## src/rtl/axi_memory_slave_nrd_if.sv

```systemverilog
// Bus bundle for axi_memory_slave_nrd: one AXI-style write channel (AW/W/B)
// and NUM_RD read channels (AR/R) packed lane-wise.
// Read lane i sits at [i*ADDR_WIDTH +: ADDR_WIDTH] for araddr,
// [i*8 +: 8] for arlen, [i*DATA_WIDTH +: DATA_WIDTH] for rdata and
// [i*2 +: 2] for rresp. It uses bit i for the single-bit signals.
// Modports: slave (the memory) and master (the client or testbench side).
interface axi_memory_slave_nrd_if #(
   parameter int ADDR_WIDTH = 32,
   parameter int DATA_WIDTH = 32,
   parameter int NUM_RD     = 2
);
   logic [ADDR_WIDTH-1:0]        awaddr;
   logic [7:0]                   awlen;
   logic                         awvalid;
   logic                         awready;
   logic [DATA_WIDTH-1:0]        wdata;
   logic                         wlast;
   logic                         wvalid;
   logic                         wready;
   logic [1:0]                   bresp;
   logic                         bvalid;
   logic                         bready;
   logic [NUM_RD*ADDR_WIDTH-1:0] araddr;
   logic [NUM_RD*8-1:0]          arlen;
   logic [NUM_RD-1:0]            arvalid;
   logic [NUM_RD-1:0]            arready;
   logic [NUM_RD*DATA_WIDTH-1:0] rdata;
   logic [NUM_RD*2-1:0]          rresp;
   logic [NUM_RD-1:0]            rlast;
   logic [NUM_RD-1:0]            rvalid;
   logic [NUM_RD-1:0]            rready;

   modport slave (
      input  awaddr, awlen, awvalid, wdata, wlast, wvalid, bready,
             araddr, arlen, arvalid, rready,
      output awready, wready, bresp, bvalid,
             arready, rdata, rresp, rlast, rvalid
   );

   modport master (
      output awaddr, awlen, awvalid, wdata, wlast, wvalid, bready,
             araddr, arlen, arvalid, rready,
      input  awready, wready, bresp, bvalid,
             arready, rdata, rresp, rlast, rvalid
   );
endinterface

```

## src/rtl/axi_memory_slave_nrd.sv

```systemverilog
// Word-addressed frame-buffer memory with one write channel and NUM_RD read
// channels. The read channels share one registered read port through a
// round-robin arbiter. Accesses at or above MEM_SIZE are dropped on writes,
// read back as zero, and are flagged with SLVERR (2'b10).
// Ports: clk, rst_n (synchronous, active low), bus (slave modport).
// Memory contents come from INIT_OPTION at time zero and survive reset.
//
// state   | meaning
// W_IDLE  | awready high, waiting for a write burst address
// W_DATA  | wready high, one beat written per wvalid, awlen+1 beats total
// W_RESP  | bvalid high with the burst's error status, waiting for bready
// R_IDLE  | arready[i] high, waiting for a read burst on channel i
// R_BURST | channel i issues reads until its last beat is handshaken
module axi_memory_slave_nrd #(
   parameter int ADDR_WIDTH  = 32,
   parameter int DATA_WIDTH  = 32,
   parameter int MEM_SIZE    = 32,
   parameter int NUM_RD      = 2,
   parameter int INIT_OPTION = 0
) (
   input  logic                   clk,
   input  logic                   rst_n,
   axi_memory_slave_nrd_if.slave  bus
);
   localparam int IDX_W = (MEM_SIZE > 1) ? $clog2(MEM_SIZE) : 1;
   localparam int PTR_W = (NUM_RD > 1) ? $clog2(NUM_RD) : 1;
   localparam logic [ADDR_WIDTH-1:0] MEM_LIMIT = ADDR_WIDTH'(MEM_SIZE);

   typedef logic [MEM_SIZE-1:0][DATA_WIDTH-1:0] mem_t;
   typedef enum logic [1:0] {W_IDLE, W_DATA, W_RESP} w_state_t;
   typedef enum logic {R_IDLE, R_BURST} r_state_t;

   function automatic mem_t init_mem();
      mem_t m;
      for (int j = 0; j < MEM_SIZE; j++) m[j] = (INIT_OPTION == 1) ? DATA_WIDTH'(j) : '0;
      return m;
   endfunction

   // The initial contents are a power-up value, so reset does not touch them.
   mem_t mem = init_mem();

   w_state_t              w_state, w_next;
   logic [ADDR_WIDTH-1:0] w_addr;
   logic [7:0]            w_cnt;
   logic                  w_err;
   logic                  w_beat, w_inrange;

   r_state_t [NUM_RD-1:0]                 rd_state, rd_next;
   logic     [NUM_RD-1:0][ADDR_WIDTH-1:0] rd_addr;
   logic     [NUM_RD-1:0][8:0]            rd_rem;
   logic     [NUM_RD-1:0]                 rd_req, gnt_oh, rvalid_q, rlast_q;
   logic     [NUM_RD-1:0][1:0]            rresp_q;
   logic     [NUM_RD-1:0][DATA_WIDTH-1:0] rdata_q;
   logic     [PTR_W-1:0]                  rr_ptr, gnt_idx;
   logic                                  gnt_any;

   assign w_beat    = (w_state == W_DATA) && bus.wvalid;
   assign w_inrange = w_addr < MEM_LIMIT;

   always_ff @(posedge clk) begin
      if (!rst_n) w_state <= W_IDLE;
      else        w_state <= w_next;
   end

   always_comb begin
      w_next      = w_state;
      bus.awready = 1'b0;
      bus.wready  = 1'b0;
      bus.bvalid  = 1'b0;
      bus.bresp   = 2'b00;
      case (w_state)
         W_IDLE: begin
            bus.awready = 1'b1;
            if (bus.awvalid) w_next = W_DATA;
         end
         W_DATA: begin
            bus.wready = 1'b1;
            if (bus.wvalid && (w_cnt == 8'd0)) w_next = W_RESP;
         end
         W_RESP: begin
            bus.bvalid = 1'b1;
            bus.bresp  = w_err ? 2'b10 : 2'b00;
            if (bus.bready) w_next = W_IDLE;
         end
         default: w_next = W_IDLE;
      endcase
   end

   always_ff @(posedge clk) begin
      if (!rst_n) begin
         w_addr <= '0;
         w_cnt  <= '0;
         w_err  <= 1'b0;
      end else begin
         if ((w_state == W_IDLE) && bus.awvalid) begin
            w_addr <= bus.awaddr;
            w_cnt  <= bus.awlen;
            w_err  <= 1'b0;
         end
         if (w_beat) begin
            // The beat count ends the burst, so wlast only affects the status.
            if (!w_inrange || ((w_cnt == 8'd0) != bus.wlast)) w_err <= 1'b1;
            w_addr <= w_addr + 1'b1;
            w_cnt  <= w_cnt - 1'b1;
         end
      end
   end

   // Gating on rst_n keeps a beat that coincides with reset out of the array.
   always_ff @(posedge clk) begin
      if (rst_n && w_beat && w_inrange) mem[w_addr[IDX_W-1:0]] <= bus.wdata;
   end

   always_ff @(posedge clk) begin
      if (!rst_n) begin
         for (int i = 0; i < NUM_RD; i++) rd_state[i] <= R_IDLE;
      end else begin
         rd_state <= rd_next;
      end
   end

   always_comb begin
      rd_next     = rd_state;
      rd_req      = '0;
      bus.arready = '0;
      for (int i = 0; i < NUM_RD; i++) begin
         case (rd_state[i])
            R_IDLE: begin
               bus.arready[i] = 1'b1;
               if (bus.arvalid[i]) rd_next[i] = R_BURST;
            end
            R_BURST: begin
               // Request only when the output register is free, or frees this cycle.
               rd_req[i] = (rd_rem[i] != 9'd0) && (!rvalid_q[i] || bus.rready[i]);
               if (rvalid_q[i] && bus.rready[i] && rlast_q[i]) rd_next[i] = R_IDLE;
            end
            default: rd_next[i] = R_IDLE;
         endcase
      end
   end

   // The arbiter grants the first requester at or after rr_ptr, wrapping around.
   always_comb begin
      int idx;
      gnt_oh  = '0;
      gnt_idx = '0;
      gnt_any = 1'b0;
      for (int k = 0; k < NUM_RD; k++) begin
         idx = int'(rr_ptr) + k;
         if (idx >= NUM_RD) idx = idx - NUM_RD;
         if (!gnt_any && rd_req[idx]) begin
            gnt_any     = 1'b1;
            gnt_oh[idx] = 1'b1;
            gnt_idx     = PTR_W'(idx);
         end
      end
   end

   always_ff @(posedge clk) begin
      if (!rst_n) begin
         rd_addr  <= '0;
         rd_rem   <= '0;
         rvalid_q <= '0;
         rlast_q  <= '0;
         rresp_q  <= '0;
         rdata_q  <= '0;
         rr_ptr   <= '0;
      end else begin
         for (int i = 0; i < NUM_RD; i++) begin
            if ((rd_state[i] == R_IDLE) && bus.arvalid[i]) begin
               rd_addr[i] <= bus.araddr[i*ADDR_WIDTH +: ADDR_WIDTH];
               rd_rem[i]  <= {1'b0, bus.arlen[i*8 +: 8]} + 9'd1;
            end
            if (gnt_oh[i]) begin
               rvalid_q[i] <= 1'b1;
               rlast_q[i]  <= (rd_rem[i] == 9'd1);
               if (rd_addr[i] < MEM_LIMIT) begin
                  rdata_q[i] <= mem[rd_addr[i][IDX_W-1:0]];
                  rresp_q[i] <= 2'b00;
               end else begin
                  rdata_q[i] <= '0;
                  rresp_q[i] <= 2'b10;
               end
               rd_addr[i] <= rd_addr[i] + 1'b1;
               rd_rem[i]  <= rd_rem[i] - 9'd1;
            end else if (rvalid_q[i] && bus.rready[i]) begin
               rvalid_q[i] <= 1'b0;
            end
         end
         if (gnt_any) rr_ptr <= (gnt_idx == PTR_W'(NUM_RD - 1)) ? '0 : gnt_idx + PTR_W'(1);
      end
   end

   assign bus.rvalid = rvalid_q;
   assign bus.rlast  = rlast_q;
   assign bus.rresp  = rresp_q;
   assign bus.rdata  = rdata_q;
endmodule

```

## src/flat_wrapper.sv

```systemverilog
// flat-port wrapper written by rule: the top's interface ports become plain ports
module axi_memory_slave_nrd_flat 
#(
   parameter int ADDR_WIDTH  = 32,
   parameter int DATA_WIDTH  = 32,
   parameter int MEM_SIZE    = 32,
   parameter int NUM_RD      = 2,
   parameter int INIT_OPTION = 0
)
  (clk, rst_n, bus_awaddr, bus_awlen, bus_awvalid, bus_wdata, bus_wlast, bus_wvalid, bus_bready, bus_araddr, bus_arlen, bus_arvalid, bus_rready, bus_awready, bus_wready, bus_bresp, bus_bvalid, bus_arready, bus_rdata, bus_rresp, bus_rlast, bus_rvalid);
  axi_memory_slave_nrd_if #(.ADDR_WIDTH(ADDR_WIDTH), .DATA_WIDTH(DATA_WIDTH), .NUM_RD(NUM_RD)) bus_i ();
  input  logic clk;
  input  logic rst_n;
  input wire logic [$bits(bus_i.awaddr)-1:0] bus_awaddr;
  input wire logic [$bits(bus_i.awlen)-1:0] bus_awlen;
  input wire logic [$bits(bus_i.awvalid)-1:0] bus_awvalid;
  input wire logic [$bits(bus_i.wdata)-1:0] bus_wdata;
  input wire logic [$bits(bus_i.wlast)-1:0] bus_wlast;
  input wire logic [$bits(bus_i.wvalid)-1:0] bus_wvalid;
  input wire logic [$bits(bus_i.bready)-1:0] bus_bready;
  input wire logic [$bits(bus_i.araddr)-1:0] bus_araddr;
  input wire logic [$bits(bus_i.arlen)-1:0] bus_arlen;
  input wire logic [$bits(bus_i.arvalid)-1:0] bus_arvalid;
  input wire logic [$bits(bus_i.rready)-1:0] bus_rready;
  output wire logic [$bits(bus_i.awready)-1:0] bus_awready;
  output wire logic [$bits(bus_i.wready)-1:0] bus_wready;
  output wire logic [$bits(bus_i.bresp)-1:0] bus_bresp;
  output wire logic [$bits(bus_i.bvalid)-1:0] bus_bvalid;
  output wire logic [$bits(bus_i.arready)-1:0] bus_arready;
  output wire logic [$bits(bus_i.rdata)-1:0] bus_rdata;
  output wire logic [$bits(bus_i.rresp)-1:0] bus_rresp;
  output wire logic [$bits(bus_i.rlast)-1:0] bus_rlast;
  output wire logic [$bits(bus_i.rvalid)-1:0] bus_rvalid;
  assign bus_i.awaddr = bus_awaddr;
  assign bus_i.awlen = bus_awlen;
  assign bus_i.awvalid = bus_awvalid;
  assign bus_i.wdata = bus_wdata;
  assign bus_i.wlast = bus_wlast;
  assign bus_i.wvalid = bus_wvalid;
  assign bus_i.bready = bus_bready;
  assign bus_i.araddr = bus_araddr;
  assign bus_i.arlen = bus_arlen;
  assign bus_i.arvalid = bus_arvalid;
  assign bus_i.rready = bus_rready;
  assign bus_awready = bus_i.awready;
  assign bus_wready = bus_i.wready;
  assign bus_bresp = bus_i.bresp;
  assign bus_bvalid = bus_i.bvalid;
  assign bus_arready = bus_i.arready;
  assign bus_rdata = bus_i.rdata;
  assign bus_rresp = bus_i.rresp;
  assign bus_rlast = bus_i.rlast;
  assign bus_rvalid = bus_i.rvalid;
  axi_memory_slave_nrd #(.ADDR_WIDTH(ADDR_WIDTH), .DATA_WIDTH(DATA_WIDTH), .MEM_SIZE(MEM_SIZE), .NUM_RD(NUM_RD), .INIT_OPTION(INIT_OPTION)) u_core (.clk(clk), .rst_n(rst_n), .bus(bus_i));
endmodule
```

## config.mk

```make
export PLATFORM = sky130hd
export DESIGN_NAME = axi_memory_slave_nrd_flat
export DESIGN_NICKNAME = d
export VERILOG_FILES = /design/src/rtl/axi_memory_slave_nrd_if.sv /design/src/rtl/axi_memory_slave_nrd.sv /design/src/flat_wrapper.sv
export SDC_FILE = /design/constraint.sdc
export NUM_CORES = 2
export LEC_CHECK = 0
export ABC_AREA = 1
export CORE_MARGIN = 3
export CORE_UTILIZATION = 47
export DETAILED_ROUTE_END_ITERATION = 8
export PLACE_DENSITY_LB_ADDON = 0.08
export SLEW_MARGIN = 20
export SYNTH_ARGS = -nofsm -noshare
export SYNTH_HDL_FRONTEND = slang
export SYNTH_SLANG_ARGS = --single-unit
```

## constraint.sdc

```tcl
create_clock -name clk -period 3.8 [get_ports clk]
set_input_delay 0.76 -clock clk [delete_from_list [all_inputs] [get_ports clk]]
set_output_delay 0.76 -clock clk [all_outputs]
set_load 0.1 [all_outputs]
```

==> results.yml <==
logic_synthesis:
  yosysWarnings: 0
  synthTopCellsByArea: "edfxtp_1, nand2_1, nand3_1"
  yosysUniqueCellTypes: 52
  synthTopCellsByCount: "nand2_1, nand3_1, edfxtp_1"
  synthArstFlopShare: 0
  synth.most_common_cell: "nand2_1"
  synth_seq_cells: 1222
  netlist.area_leader.share: 0.485
  avgSynthCellArea_sq_um: 8.07
  yosysTopAreaCell: "edfxtp_1"
  syn_area_sq_um: 63400
  synthCells: 7855
  ys.flop_type: "edfxtp_1"
  synth_edf_count: 1024
  yosysSeqAreaShare: 0.548
global_route:
  grt-ovfl-total: 0
  grt_max_degree: 162
  grt_pass1_wl_um: 343000
  antenna_found_initial: 12
  grt_use_total: 0.323
  grt_pass1_vias: 53700
detailed_routing:
  wl_per_cell_um: 23.6
  drc: 0
  vias: 57000
  drt-pass1-iter-count: 8
  final_antenna_net_count: 0
  wirelength_um: 231000
  drt_first_iter_violations: 6894
  avgViaCountPerCell: 5.83
sta:
  drv_slew: 0
  worst_pin_slew_ns: 1.12
  max_clock_freq_ghz: 0.298
  rsz0062_at_grt: "false"
  fin_crit_sh: 0.883
  skew_ns: 0.0297
  setup_violations: 0
  hold-worst-slack_ns: 0.464
  period_minus_slack_ns: 3.36
  final.setup.tns_ns: 0
  fin_ws_ns: 0.445
  hold_viol: 0
  relSlewSlack: 0.250
critical_path:
  cp_top_family: "buffers and inverters"
  worst_ep_arrival_time_ns: 2.60
  crit_chain: "clkdlybuf4s50_1"
  path_buf_inv: 1
  crit_fanout: 2
  slowest_delay_ns: 1.23
  critPathLaunchType: "flop"
  crit_slowest_cell: "clkdlybuf4s50_1"
  crit_required_ns: 3.04
  crit_type: "flop to output pin"
  endpoint_kind: "output pin"
place:
  hpwl_um: 134000
  io_buffers: 237
  dp_slack_ns: 0.667
  dp.cells: 9532
  globalplace.congestion: 0.877
clocking:
  cts_root_buf: "clkbuf_16"
  cts_setup_buffers: 0
  clockBufferDepth: 3
  tritoncts: "built"
  cts_sinks: 1222
  postCtsHoldBufs: 0
  htreeDepth: 4
  cts_resized: 0
  clk_pin_slew_worst_paths_ns: 0.06
  cts_made_buffers: 142
  clkLatencyLatePin_ns: 0.77
final_layout:
  area_growth_pct: 13.8
  fillers: 12200
  drive_gt1_frac: 0.0635
  finalNetCount: 8086
  final_cells: 9788
power:
  p_leak_nw: 28.3
  vdd_drop_max_uv: 444
  powerDensity_nw_per_um2: 495
die:
  rows: 134
  die_y_um: 373
  die_w_um: 373
  start_util: 0.474
  core_region_area_sq_um: 134000
  dieArea_sq_um: 139000
  ios: 241
status:
  outcome: "complete, no violations"
min_path:
  hold_path.class: "flop to flop"
job:
  drv_cap: 0
## power by group
part	internal [mW]	switching (mW)	total [mW]
combinational	2.02	5.07	7.09
clock	7.93	5.63	13.6
sequential	14.7	0.347	15.0
total	24.7	11.0	35.7
## sequential cells by signal (all words and copies together), names as in the netlist, 8 cells and up, named ones only
name and count:
u_core.bus.rdata 64, u_core.rd_rem 18, u_core.rd_addr 64, u_core.w_addr 32, u_core.mem 1024, u_core.w_cnt 8
## worst paths after layout
path                         from                  to  slack, ns  cells after the start
max reg2reg     u_core.w_addr[24]     u_core.mem[335]       0.92                      7
min            u_core.rd_state[0]  u_core.rd_state[0]       0.46                      2
min reg2reg    u_core.rd_state[0]  u_core.rd_state[0]       0.46                      2
max          u_core.bus.rdata[36]       bus_rdata[36]       0.44                      1
## layer usage
layer,wire length (um),GRT usage
met1,92500,0.436
met2,104000,0.508
met3,23400,0.0589
met4,11100,0.150
met5,53,0
## through the flow
step,instance area (sq um),power (mW),utilization
after floorplan,63400,19.9,-
after global placement,67600,22.2,0.506
after detailed placement,67600,22.3,0.506
after CTS,72100,35.7,0.540
after global routing,72100,37.0,0.540
final,72100,35.7,0.540
## cell type report
type / instances / area, sq um / share of cell area
inverter: 293 / 1140 / 0.0159
multi-input combinational: 5842 / 25400 / 0.353
clock inverter: 57 / 488 / 0.00677
sequential: 1222 / 34700 / 0.482
timing repair buffer: 407 / 4030 / 0.0559
clock buffer: 198 / 4070 / 0.0564
tap: 1768 / 2210 / 0.0307
antenna: 1 / 2.50 / 0.0000347
## logic make-up (layout without fill, tap and decap cells)
group           Yosys count  after routing  share of synthesized area
flops                  1222           1222                      0.548
buf+inv                 793            955                     0.0551
compound gates          299            299                     0.0258
other cells               1              4                  0.0000592
simple gates           5469           5469                      0.360
xor+xnor                 55             55                    0.00760
fa+ha+maj                16             16                    0.00316
## placed cells by master, fill, tap and decap left out, types with 4 or more instances in the layout
cell type,Yosys,routed
inv_6,0,7
a21oi_1,154,154
nor3_1,18,18
edfxtp_1,1024,1024
o21ai_0,89,89
nand3b_1,15,15
dfxtp_4,0,6
or2_2,4,4
clkbuf_1,141,34
xor2_1,41,41
clkbuf_16,0,150
nor2_1,241,208
nor4_1,4,4
a31oi_1,20,20
clkinv_2,0,25
nand3_1,1594,1594
inv_1,278,271
clkdlybuf4s50_1,0,203
clkbuf_8,0,13
o21a_1,10,10
bufinv_16,0,7
nand2_2,8,8
nand4_1,19,19
buf_2,282,14
nand3_2,4,4
buf_4,29,150
xnor2_1,14,14
nand2_1,3536,3536
ha_1,16,16
dfxtp_1,198,190
o221ai_1,5,5
clkinv_1,2,20
inv_2,12,8
nor2_2,13,12
buf_12,0,40
nor2_4,5,39
clkinvlp_4,0,6
inv_8,0,4
Power figures use the tool's default switching activity.
